<file path="src/rtl/axi_lite_slave_regs_pkg.sv">
// Shared AXI4-Lite definitions for the register slave and its core-side master:
// response codes, bus widths, write-channel states and an index-width helper.
package axi_lite_slave_regs_pkg;

   localparam logic RESP_OKAY   = 1'b0;
   localparam logic RESP_SLVERR = 1'b1;

   localparam int AXI_ADDR_W = 32;
   localparam int AXI_DATA_W = 32;
   localparam int AXI_STRB_W = 4;

   typedef enum logic [1:0] {
      WR_IDLE,
      WR_HAVE_ADDR,
      WR_HAVE_DATA,
      WR_RESP
   } wr_state_e;

   // A single register still needs a 1-bit index so port widths stay legal.
   function automatic int idx_width(input int n);
      return (n <= 2) ? 1 : $clog2(n);
   endfunction

endpackage

</file>
<file path="src/rtl/axi_lite_reg_bank.sv">
// Register storage for the AXI4-Lite slave: byte-strobed writes, flat export,
// one-cycle write pulses and an asynchronous read port.
module axi_lite_reg_bank
   import axi_lite_slave_regs_pkg::*;
#(
   parameter int NUM_REGS = 8,
   parameter int IDX_W    = 3
) (
   input  logic                     clk,
   input  logic                     rst,
   input  logic                     we,
   input  logic [IDX_W-1:0]         wr_idx,
   input  logic [AXI_STRB_W-1:0]    wr_strb,
   input  logic [AXI_DATA_W-1:0]    wr_data,
   input  logic [IDX_W-1:0]         rd_idx,
   output logic [AXI_DATA_W-1:0]    rd_data,
   output logic [NUM_REGS*32-1:0]   reg_bank,
   output logic [NUM_REGS-1:0]      wr_pulse
);

   logic [NUM_REGS-1:0] wr_pulse_reg;

   genvar gi;
   generate
      for (gi = 0; gi < NUM_REGS; gi++) begin : g_reg
         logic [31:0] word_reg;

         always_ff @(posedge clk or posedge rst) begin
            if (rst) begin
               word_reg <= '0;
            end else if (we && (wr_idx == IDX_W'(gi))) begin
               for (int b = 0; b < AXI_STRB_W; b++) begin
                  if (wr_strb[b]) begin
                     word_reg[8*b +: 8] <= wr_data[8*b +: 8];
                  end
               end
            end
         end

         assign reg_bank[32*gi +: 32] = word_reg;
      end
   endgenerate

   // Pulse lands the cycle after the write, even for an all-zero strobe.
   always_ff @(posedge clk or posedge rst) begin
      if (rst) begin
         wr_pulse_reg <= '0;
      end else begin
         wr_pulse_reg <= we ? (NUM_REGS'(1) << wr_idx) : '0;
      end
   end

   assign wr_pulse = wr_pulse_reg;
   assign rd_data  = (32'(rd_idx) < 32'(NUM_REGS)) ? reg_bank[32*rd_idx +: 32] : '0;

endmodule

</file>
<file path="src/rtl/axi_lite_slave_regs.sv">
// AXI4-Lite register slave: independent AW/W capture, one outstanding write, registered reads.
// Define AXI_SLV_DECERR_EN to answer out-of-range accesses with SLVERR instead of OKAY.
module axi_lite_slave_regs
   import axi_lite_slave_regs_pkg::*;
#(
   parameter int          NUM_REGS  = 8,
   parameter logic [31:0] BASE_ADDR = 32'h2000_0000
) (
   input  logic                   axi_aclk_i,
   input  logic                   axi_areset_i,
   input  logic [AXI_ADDR_W-1:0]  axi_araddr_i,
   input  logic                   axi_arvalid_i,
   output logic                   axi_arready_o,
   output logic [AXI_DATA_W-1:0]  axi_rdata_o,
   output logic                   axi_rresp_o,
   output logic                   axi_rvalid_o,
   input  logic                   axi_rready_i,
   input  logic [AXI_ADDR_W-1:0]  axi_awaddr_i,
   input  logic                   axi_awvalid_i,
   output logic                   axi_awready_o,
   input  logic [AXI_DATA_W-1:0]  axi_wdata_i,
   input  logic [AXI_STRB_W-1:0]  axi_wstrb_i,
   input  logic                   axi_wvalid_i,
   output logic                   axi_wready_o,
   output logic                   axi_bresp_o,
   output logic                   axi_bvalid_o,
   input  logic                   axi_bready_i,
   output logic [NUM_REGS*32-1:0] reg_bank_o,
   output logic [NUM_REGS-1:0]    wr_pulse_o
);

   localparam int IDX_W = idx_width(NUM_REGS);

   function automatic logic addr_hit(input logic [31:0] addr);
      logic [31:0] off;
      off = addr - BASE_ADDR;
      return (addr >= BASE_ADDR) && ({2'b00, off[31:2]} < 32'(NUM_REGS));
   endfunction

   function automatic logic [IDX_W-1:0] addr_idx(input logic [31:0] addr);
      return IDX_W'((addr - BASE_ADDR) >> 2);
   endfunction

   wr_state_e             wr_state_reg, wr_state_next;
   logic [31:0]           aw_addr_reg;
   logic [31:0]           w_data_reg;
   logic [3:0]            w_strb_reg;
   logic                  wr_commit;
   logic                  aw_fire, w_fire;
   logic [31:0]           wr_addr;
   logic [31:0]           wr_data;
   logic [3:0]            wr_strb;
   logic                  wr_hit;

   logic                  rvalid_reg;
   logic [31:0]           rdata_reg;
   logic                  ar_fire;
   logic                  rd_hit;
   logic [31:0]           bank_rd_data;

   // Readies decode from state only; reset forces them low.
   assign axi_awready_o = !axi_areset_i &&
                          ((wr_state_reg == WR_IDLE) || (wr_state_reg == WR_HAVE_DATA));
   assign axi_wready_o  = !axi_areset_i &&
                          ((wr_state_reg == WR_IDLE) || (wr_state_reg == WR_HAVE_ADDR));
   assign axi_bvalid_o  = (wr_state_reg == WR_RESP);
   assign aw_fire       = axi_awvalid_i && axi_awready_o;
   assign w_fire        = axi_wvalid_i && axi_wready_o;

   always_ff @(posedge axi_aclk_i or posedge axi_areset_i) begin
      if (axi_areset_i) begin
         wr_state_reg <= WR_IDLE;
      end else begin
         wr_state_reg <= wr_state_next;
      end
   end

   always_comb begin
      wr_state_next = wr_state_reg;
      wr_commit     = 1'b0;
      case (wr_state_reg)
         WR_IDLE: begin
            if (aw_fire && w_fire) begin
               wr_state_next = WR_RESP;
               wr_commit     = 1'b1;
            end else if (aw_fire) begin
               wr_state_next = WR_HAVE_ADDR;
            end else if (w_fire) begin
               wr_state_next = WR_HAVE_DATA;
            end
         end
         WR_HAVE_ADDR: begin
            if (w_fire) begin
               wr_state_next = WR_RESP;
               wr_commit     = 1'b1;
            end
         end
         WR_HAVE_DATA: begin
            if (aw_fire) begin
               wr_state_next = WR_RESP;
               wr_commit     = 1'b1;
            end
         end
         WR_RESP: begin
            if (axi_bready_i) begin
               wr_state_next = WR_IDLE;
            end
         end
         default: wr_state_next = WR_IDLE;
      endcase
   end

   always_ff @(posedge axi_aclk_i or posedge axi_areset_i) begin
      if (axi_areset_i) begin
         aw_addr_reg <= '0;
         w_data_reg  <= '0;
         w_strb_reg  <= '0;
      end else begin
         if (aw_fire) aw_addr_reg <= axi_awaddr_i;
         if (w_fire) begin
            w_data_reg <= axi_wdata_i;
            w_strb_reg <= axi_wstrb_i;
         end
      end
   end

   // The half that is still arriving comes straight from the bus on the commit edge.
   assign wr_addr = (wr_state_reg == WR_HAVE_ADDR) ? aw_addr_reg : axi_awaddr_i;
   assign wr_data = (wr_state_reg == WR_HAVE_DATA) ? w_data_reg  : axi_wdata_i;
   assign wr_strb = (wr_state_reg == WR_HAVE_DATA) ? w_strb_reg  : axi_wstrb_i;
   assign wr_hit  = addr_hit(wr_addr);

   assign axi_arready_o = !axi_areset_i && !rvalid_reg;
   assign ar_fire       = axi_arvalid_i && axi_arready_o;
   assign rd_hit        = addr_hit(axi_araddr_i);

   axi_lite_reg_bank #(
      .NUM_REGS (NUM_REGS),
      .IDX_W    (IDX_W)
   ) u_reg_bank (
      .clk      (axi_aclk_i),
      .rst      (axi_areset_i),
      .we       (wr_commit && wr_hit),
      .wr_idx   (addr_idx(wr_addr)),
      .wr_strb  (wr_strb),
      .wr_data  (wr_data),
      .rd_idx   (addr_idx(axi_araddr_i)),
      .rd_data  (bank_rd_data),
      .reg_bank (reg_bank_o),
      .wr_pulse (wr_pulse_o)
   );

   // The bank updates with non-blocking writes, so a same-edge read captures the old value.
   always_ff @(posedge axi_aclk_i or posedge axi_areset_i) begin
      if (axi_areset_i) begin
         rvalid_reg <= 1'b0;
         rdata_reg  <= '0;
      end else if (ar_fire) begin
         rvalid_reg <= 1'b1;
         rdata_reg  <= rd_hit ? bank_rd_data : '0;
      end else if (rvalid_reg && axi_rready_i) begin
         rvalid_reg <= 1'b0;
      end
   end

   assign axi_rvalid_o = rvalid_reg;
   assign axi_rdata_o  = rdata_reg;

`ifdef AXI_SLV_DECERR_EN
   logic bresp_reg, rresp_reg;

   always_ff @(posedge axi_aclk_i or posedge axi_areset_i) begin
      if (axi_areset_i) begin
         bresp_reg <= RESP_OKAY;
         rresp_reg <= RESP_OKAY;
      end else begin
         if (wr_commit) bresp_reg <= wr_hit ? RESP_OKAY : RESP_SLVERR;
         if (ar_fire)   rresp_reg <= rd_hit ? RESP_OKAY : RESP_SLVERR;
      end
   end

   assign axi_bresp_o = bresp_reg;
   assign axi_rresp_o = rresp_reg;
`else
   assign axi_bresp_o = RESP_OKAY;
   assign axi_rresp_o = RESP_OKAY;
`endif

endmodule

</file>
<file path="config.mk">
export PLATFORM = sky130hd
export DESIGN_NAME = axi_lite_slave_regs
export DESIGN_NICKNAME = d
export VERILOG_FILES = /design/src/rtl/axi_lite_slave_regs_pkg.sv /design/src/rtl/axi_lite_reg_bank.sv /design/src/rtl/axi_lite_slave_regs.sv
export SDC_FILE = /design/constraint.sdc
export NUM_CORES = 1
export LEC_CHECK = 0
export ABC_AREA = 1
export BUFFER_PORTS_ARGS = -buffer_cell sky130_fd_sc_hd__buf_2
export CAP_MARGIN = 25
export CORE_MARGIN = 2
export CORE_UTILIZATION = 30
export DETAILED_ROUTE_END_ITERATION = 8
export PLACE_DENSITY_LB_ADDON = 0.12
export SLEW_MARGIN = 20
export SYNTH_ARGS = -nofsm -noshare
export SYNTH_HDL_FRONTEND = slang
export SYNTH_SLANG_ARGS = --single-unit
</file>
<file path="constraint.sdc">
create_clock -name axi_aclk_i -period 11.65 [get_ports axi_aclk_i]
set_input_delay 0 -clock axi_aclk_i [delete_from_list [all_inputs] [get_ports axi_aclk_i]]
set_output_delay 0 -clock axi_aclk_i [all_outputs]
set_load 0.05 [all_outputs]
</file>
-- Word-level counts from Yosys, hierarchy flattened
Cells that the tools add are included.
- flip-flop bits (word level): 367
- output and inout bits: 303
- word-level logic and storage cells: 138
- add/sub/neg operators: 2
- $lt $le $gt $ge: 4
- equal/unequal tests: 14
- shifts and indexed selects: 2
- mux-type cells: 18
- reduce and logical (&&, ||, !) cells: 59
- operator list (kind ; count):
    256-bit by 9-bit indexed part select with 32-bit output ; 1
    32-bit 2-to-1 mux ; 3
    32-bit by 30-bit greater-or-equal comparator with 1-bit output, second input constant ; 2
    2-bit AND reduction ; 32
    32-bit by 30-bit subtractor with 32-bit output, second input constant ; 2
    30-bit by 4-bit < comparator with 1-bit output, second input constant ; 2
    1-bit logical AND ; 19
    3-bit == test, second input constant ; 4
    2-bit 2-to-1 mux ; 6
    8-bit 2-to-1 mux ; 1
    2-bit case mux with 4 select lines ; 1
    1-bit by 3-bit << shifter with 8-bit output, first input constant ; 1
    3-bit by 2-bit == test with 1-bit output, second input constant ; 2
    1-bit 2-to-1 mux ; 5
    2-bit == test, second input constant ; 2
    4-bit 2-to-1 mux ; 1
    2-bit != test, second input constant ; 2
    4-bit by 3-bit != test with 1-bit output, second input constant ; 1
    4-bit AND reduction ; 1
    3-bit by 1-bit == test with 1-bit output, second input constant ; 1
    3-bit zero test ; 1
    1-bit case mux with 3 select lines ; 1
    2-bit by 1-bit == test with 1-bit output, second input constant ; 1
    1-bit zero test ; 2
    other kinds (4) ; 5

-- Logic depth before layout (Yosys ltp)
- depth after elaboration: 10
- mapped depth: 18
- depth with buffers taken out: 16

-- Cells and area by module
A second synthesis with hierarchy kept.
- cell total of the unflattened synthesis: 2459
- area total of the unflattened synthesis: 18348.8 um^2
- modules (own cells, without submodules) (module ; times used ; cells an instance ; area each (um^2) ; sequential area each (um^2)):
    axi_lite_reg_bank ; 1 ; 1745 ; 13140.1 ; 6606.3
    axi_lite_slave_regs ; 1 ; 714 ; 5208.7 ; 2527.4

-- Worst setup path before layout
Ideal clock, no wire load.
- path kind: input to register
- start: input port axi_areset_i
- end: register u_reg_bank.g_reg[1].word_reg[0]
- arrival time: 9.244 ns
- path slack: 2.340 ns
- cell stages on the path: 10
- path through: inv_1 > nand3_1 > nand2_1 > nand3_1 > nor2_2 > nand3_4 > nor2_4 > buf_4 > nand3_1 > nand2_1
- cells in the longest elaborated chain, start to end: 9
- ends and longest elaborated chain (what ; RTL line ; text):
    from (decl) ; axi_lite_slave_regs.sv:10 ; input logic axi_areset_i,
    1-bit zero test (no line) (*) ; - ;
    1-bit logical AND (on tied branches) ; axi_lite_slave_regs.sv:62, axi_lite_slave_regs.sv:64 ;
    1-bit logical AND (on tied branches) ; axi_lite_slave_regs.sv:67, axi_lite_slave_regs.sv:68 ;
    1-bit logical AND ; axi_lite_slave_regs.sv:83 ; if (aw_fire && w_fire) begin
    1-bit 2-to-1 mux ; axi_lite_slave_regs.sv:83 ;
    1-bit case mux with 3 select lines (*) ; axi_lite_slave_regs.sv:81 ; case (wr_state_reg)
    1-bit logical AND (*) ; axi_lite_slave_regs.sv:143 ; .we (wr_commit && wr_hit),
    1-bit logical AND (*) ; axi_lite_reg_bank.sv:31 ; end else if (we && (wr_idx == IDX_W'(gi))) begin
    2-bit AND reduction (no line) (*) ; - ;
    to (signal, indexed assignment) ; axi_lite_reg_bank.sv:34 ; word_reg[8*b +: 8] <= wr_data[8*b +: 8];
    to (decl) ; axi_lite_reg_bank.sv:26 ; logic [31:0] word_reg;
Mark *: on every way between the ends. The rest lies on a longest branch, timed or not.
A chain may end at the register's enable or synchronous reset.

-- Worst setup path in the final report
- start: register wr_state_reg[1]
- end: register u_reg_bank.g_reg[2].word_reg[1]
- cells in the longest elaborated chain, start to end: 10
- ends and longest elaborated chain (what ; RTL line ; text):
    from (decl) ; axi_lite_slave_regs.sv:44 ; wr_state_e wr_state_reg, wr_state_next;
    from (signal assigned) ; axi_lite_slave_regs.sv:74 ; wr_state_reg <= wr_state_next;
    branches (longest 10 deep; another with 32-bit by 30-bit subtractor with 32-bit output) ; - ;
    to (signal, indexed assignment) ; axi_lite_reg_bank.sv:34 ;
    to (decl) ; axi_lite_reg_bank.sv:26 ;
Parallel ways; which one is timed is not known.

==> impl_metrics.toml <==
[status]
status = "finished, final reports clean"

[grt]
antenna_found_initial = 10
grt_first_pass_wirelength_um = 110500
grtUsageTotal = 0.2442
grt_pass1_vias = 16753
grt_max_degree = 111
overflow = 0

[timing]
period_share = 0.4043
finalHoldViolations = 0
fin_setup_tns_ps = 0
slew_headroom = 0.3140
skew_ps = 24.14
rsz0062_at_grt = "no"
finalSetupViolCount = 0
tightest_slew_ps = 1027
max_freq_ghz = 0.2123
final_max_slew_viol_count = 0
min_period_ps = 4711

[job]
drv_cap = 0

[synth]
synthSimpleGateAreaFrac = 0.3197
yosysWarnings = 0
synthArstFlopShare = 1.000
synth_edf_count = 0
synth_top_family_by_area = "simple AND/OR/NAND/NOR gates"
synth-xor-area-share = 0
synth_fa_ha_area_frac = 0.005740
synth.area.mux_share = 0
yosysTopAreaCell = "dfrtp_1"
synthTopCellsByArea = "dfrtp_1, nand2_1, nand3_1"
synth_most_common_cell = "nand2_1"
ys_ff_latch = 365
synthTopCellsByCount = "nand2_1, dfrtp_1, nand3_1"
synth_cells = 2236
dominantRegCellSynth = "dfrtp_1"
syn_area_per_cell_sq_um = 7.799
synth_cell_types = 27
synth_top_area_share = 0.5238
netlist_area_sq_um = 17440
yosysSeqAreaShare = 0.5238
synth_compound_area_frac = 0.09450

[setup_path]
cp_max_fo = 74
cpLargestDelayFamily = "simple AND/OR/NAND/NOR gates"
reg2reg_from = "wr_state_reg[1]$_DFFE_PP0P_"
cp-end-kind = "flip-flop"
cp-start-kind = "flip-flop"
crit_slowest_cell = "ha_1"
worst_path_most_repeated_cell = "nand2_1"
cp.arrival_ps = 5230
crit_path_max_incr_delay_ps = 600
r2r_cells = 14
rr_endpoint = "u_reg_bank.g_reg[2].word_reg[1]$_DFFE_PP0P_"
critPathLaunch = "wr_state_reg[1]$_DFFE_PP0P_"
crit_required_ps = 12170
path_cells = "inv_1, ha_1, inv_2, nand2_1, nand3_4, nand2_1, nand3_1, nor2_2, buf_4, nand3_4, nor2_4, buf_4, nand3_1, nand2_1"
crit_type = "flip-flop to flip-flop"
path_buf_inv = 4
r2r_slack_ps = 6940

[cells_and_area]
largest_reg_flops = 256
multi_input_comb_area_sq_um = 7412
nets = 2783
regArea_sq_um = 9134
areaGrowthSynthToFinish_pct = 28.87
drive_above_1_share = 0.1961
fin_cells = 3461
fill_cells = 5894

[pwr]
peakVddDrop_v = 0.0001533
p_leak_nw = 12.46
powerDensity_nw_per_um2 = 165.7

[clock_tree]
ctsHtreeMaxLevel = 2
clkLatencyLatePin_ps = 590
cts_buffers = 45
clockRootBuffer = "clkbuf_16"
cts_tree = "built"
clockBufferDepth = 3
cts_resized = 0
cts.sinks = 365
clkTransAtPathRegs_ps = 60
cts_setup_buffers = 0

[drt]
drtIter0Drc = 1588
drt-total-wl_um = 74760
vias = 17773
drc_errors = 0
drt_first_pass_iters = 6
wl_per_cell_um = 21.60
final_antenna_net_count = 0
viasPerCell = 5.135

[hold_path]
hold_path.class = "primary input to flip-flop"
worstHoldStart = "axi_awvalid_i"
min_path_cells = 5
hold_end = "aw_addr_reg[5]$_DFFE_PP0N_"

[placement]
dp_cells = 3289
dpl.hpwl_um = 48570
io_buffers = 403
finalWeightedCongestion = 0.8143

[floorplan]
row_count = 88
chipWidth_um = 245.1
initial_core_util = 0.3028
core_sq_um = 57590
die_y_um = 245.1
io-pin-count = 410
die-area_sq_um = 60070
==> what timing repair did <==
| action | 4_1_cts | 5_1_grt |
|---|---|---|
| endpoints found under the setup margin | 0 | 0 |
| endpoints found under the hold margin | 182 | 0 |
| hold buffers | 94 | 0 |
==> worst reg2reg max path, stage by stage, from the launching register on <==
cell     delay, ps
dfrtp_1        440
inv_1          130
ha_1           600
inv_2          300
nand2_1        220
nand3_4        580
nand2_1        240
nand3_1        100
nor2_2         110
buf_4          360
nand3_4        340
nor2_4         570
buf_4          410
nand3_1        160
nand2_1        100
==> how the worst max path moves through the flow <==
stage,to,slack [ps],depth (start not counted)
floorplan,aw_addr_reg[10]$_DFFE_PP0N_,1480,1
global placement,u_reg_bank.g_reg[2].word_reg[2]$_DFFE_PP0P_,6900,14
detailed placement,u_reg_bank.g_reg[2].word_reg[1]$_DFFE_PP0P_,6830,14
CTS,u_reg_bank.g_reg[2].word_reg[1]$_DFFE_PP0P_,6810,14
global route,u_reg_bank.g_reg[4].word_reg[2]$_DFFE_PP0P_,6480,13
finish,u_reg_bank.g_reg[2].word_reg[1]$_DFFE_PP0P_,6940,14
==> placed cells by master, fill, tap and decap left out, types with 35 or more instances in the layout <==
| cell | instances |
|---|---|
| buf_2 | 402 |
| clkbuf_16 | 46 |
| dfrtp_1 | 365 |
| dlygate4sd3_1 | 94 |
| inv_1 | 79 |
| nand2_1 | 739 |
| nand3_1 | 300 |
| nand4_1 | 35 |
| nor2_1 | 233 |
| o21ai_0 | 191 |
==> logic make-up (layout without fill, tap and decap cells) <==
family,Yosys count,count (layout)
AOI/OAI and AO/OA,296,296
adders and majority gates,8,8
buffers and inverters,232,687
DFF,365,365
other,1,6
and+or+nand+nor,1334,1334
==> area by class of cell <==
class                      instances  area share
clock buffer                      64     0.05824
inverter                          90     0.01548
clock inverter                     7    0.003174
antenna                            4   0.0004454
tap                              765     0.04259
multi-input combinational       1640      0.3298
timing repair buffer             526      0.1438
sequential                       365      0.4065
==> report_power, final <==
part / internal, mW / total, mW / leakage [nW] / switching (mW)
Sequential: 1.38 / 1.43 / 5.00 / 0.0562
Clock: 0.794 / 1.35 / 0.683 / 0.561
Combinational: 0.252 / 0.935 / 6.78 / 0.682
Total: 2.42 / 3.72 / 12.5 / 1.30
==> routing by layer <==
metal / wire length (um) / GRT usage
met5: 86 / 0
met4: 2022 / 0.07335
met3: 5466 / 0.04483
met2: 34680 / 0.3876
met1: 32510 / 0.3379
==> metrics by stage <==
stage                     power [mW]  hold slack (ps)  setup slack [ps]  utilization  instance area [sq um]
after floorplan                2.008            96.45              1480            -                  17440
after global placement         2.284            183.8              6895       0.3484                  20070
after detailed placement       2.300            190.9              6831       0.3484                  20070
after CTS                      3.752           0.1890              6811       0.3888                  22390
after global routing           3.916            69.53              6480       0.3902                  22470
final                          3.723            18.33              6939       0.3902                  22470
No activity file was read; power rests on OpenSTA's default activity.
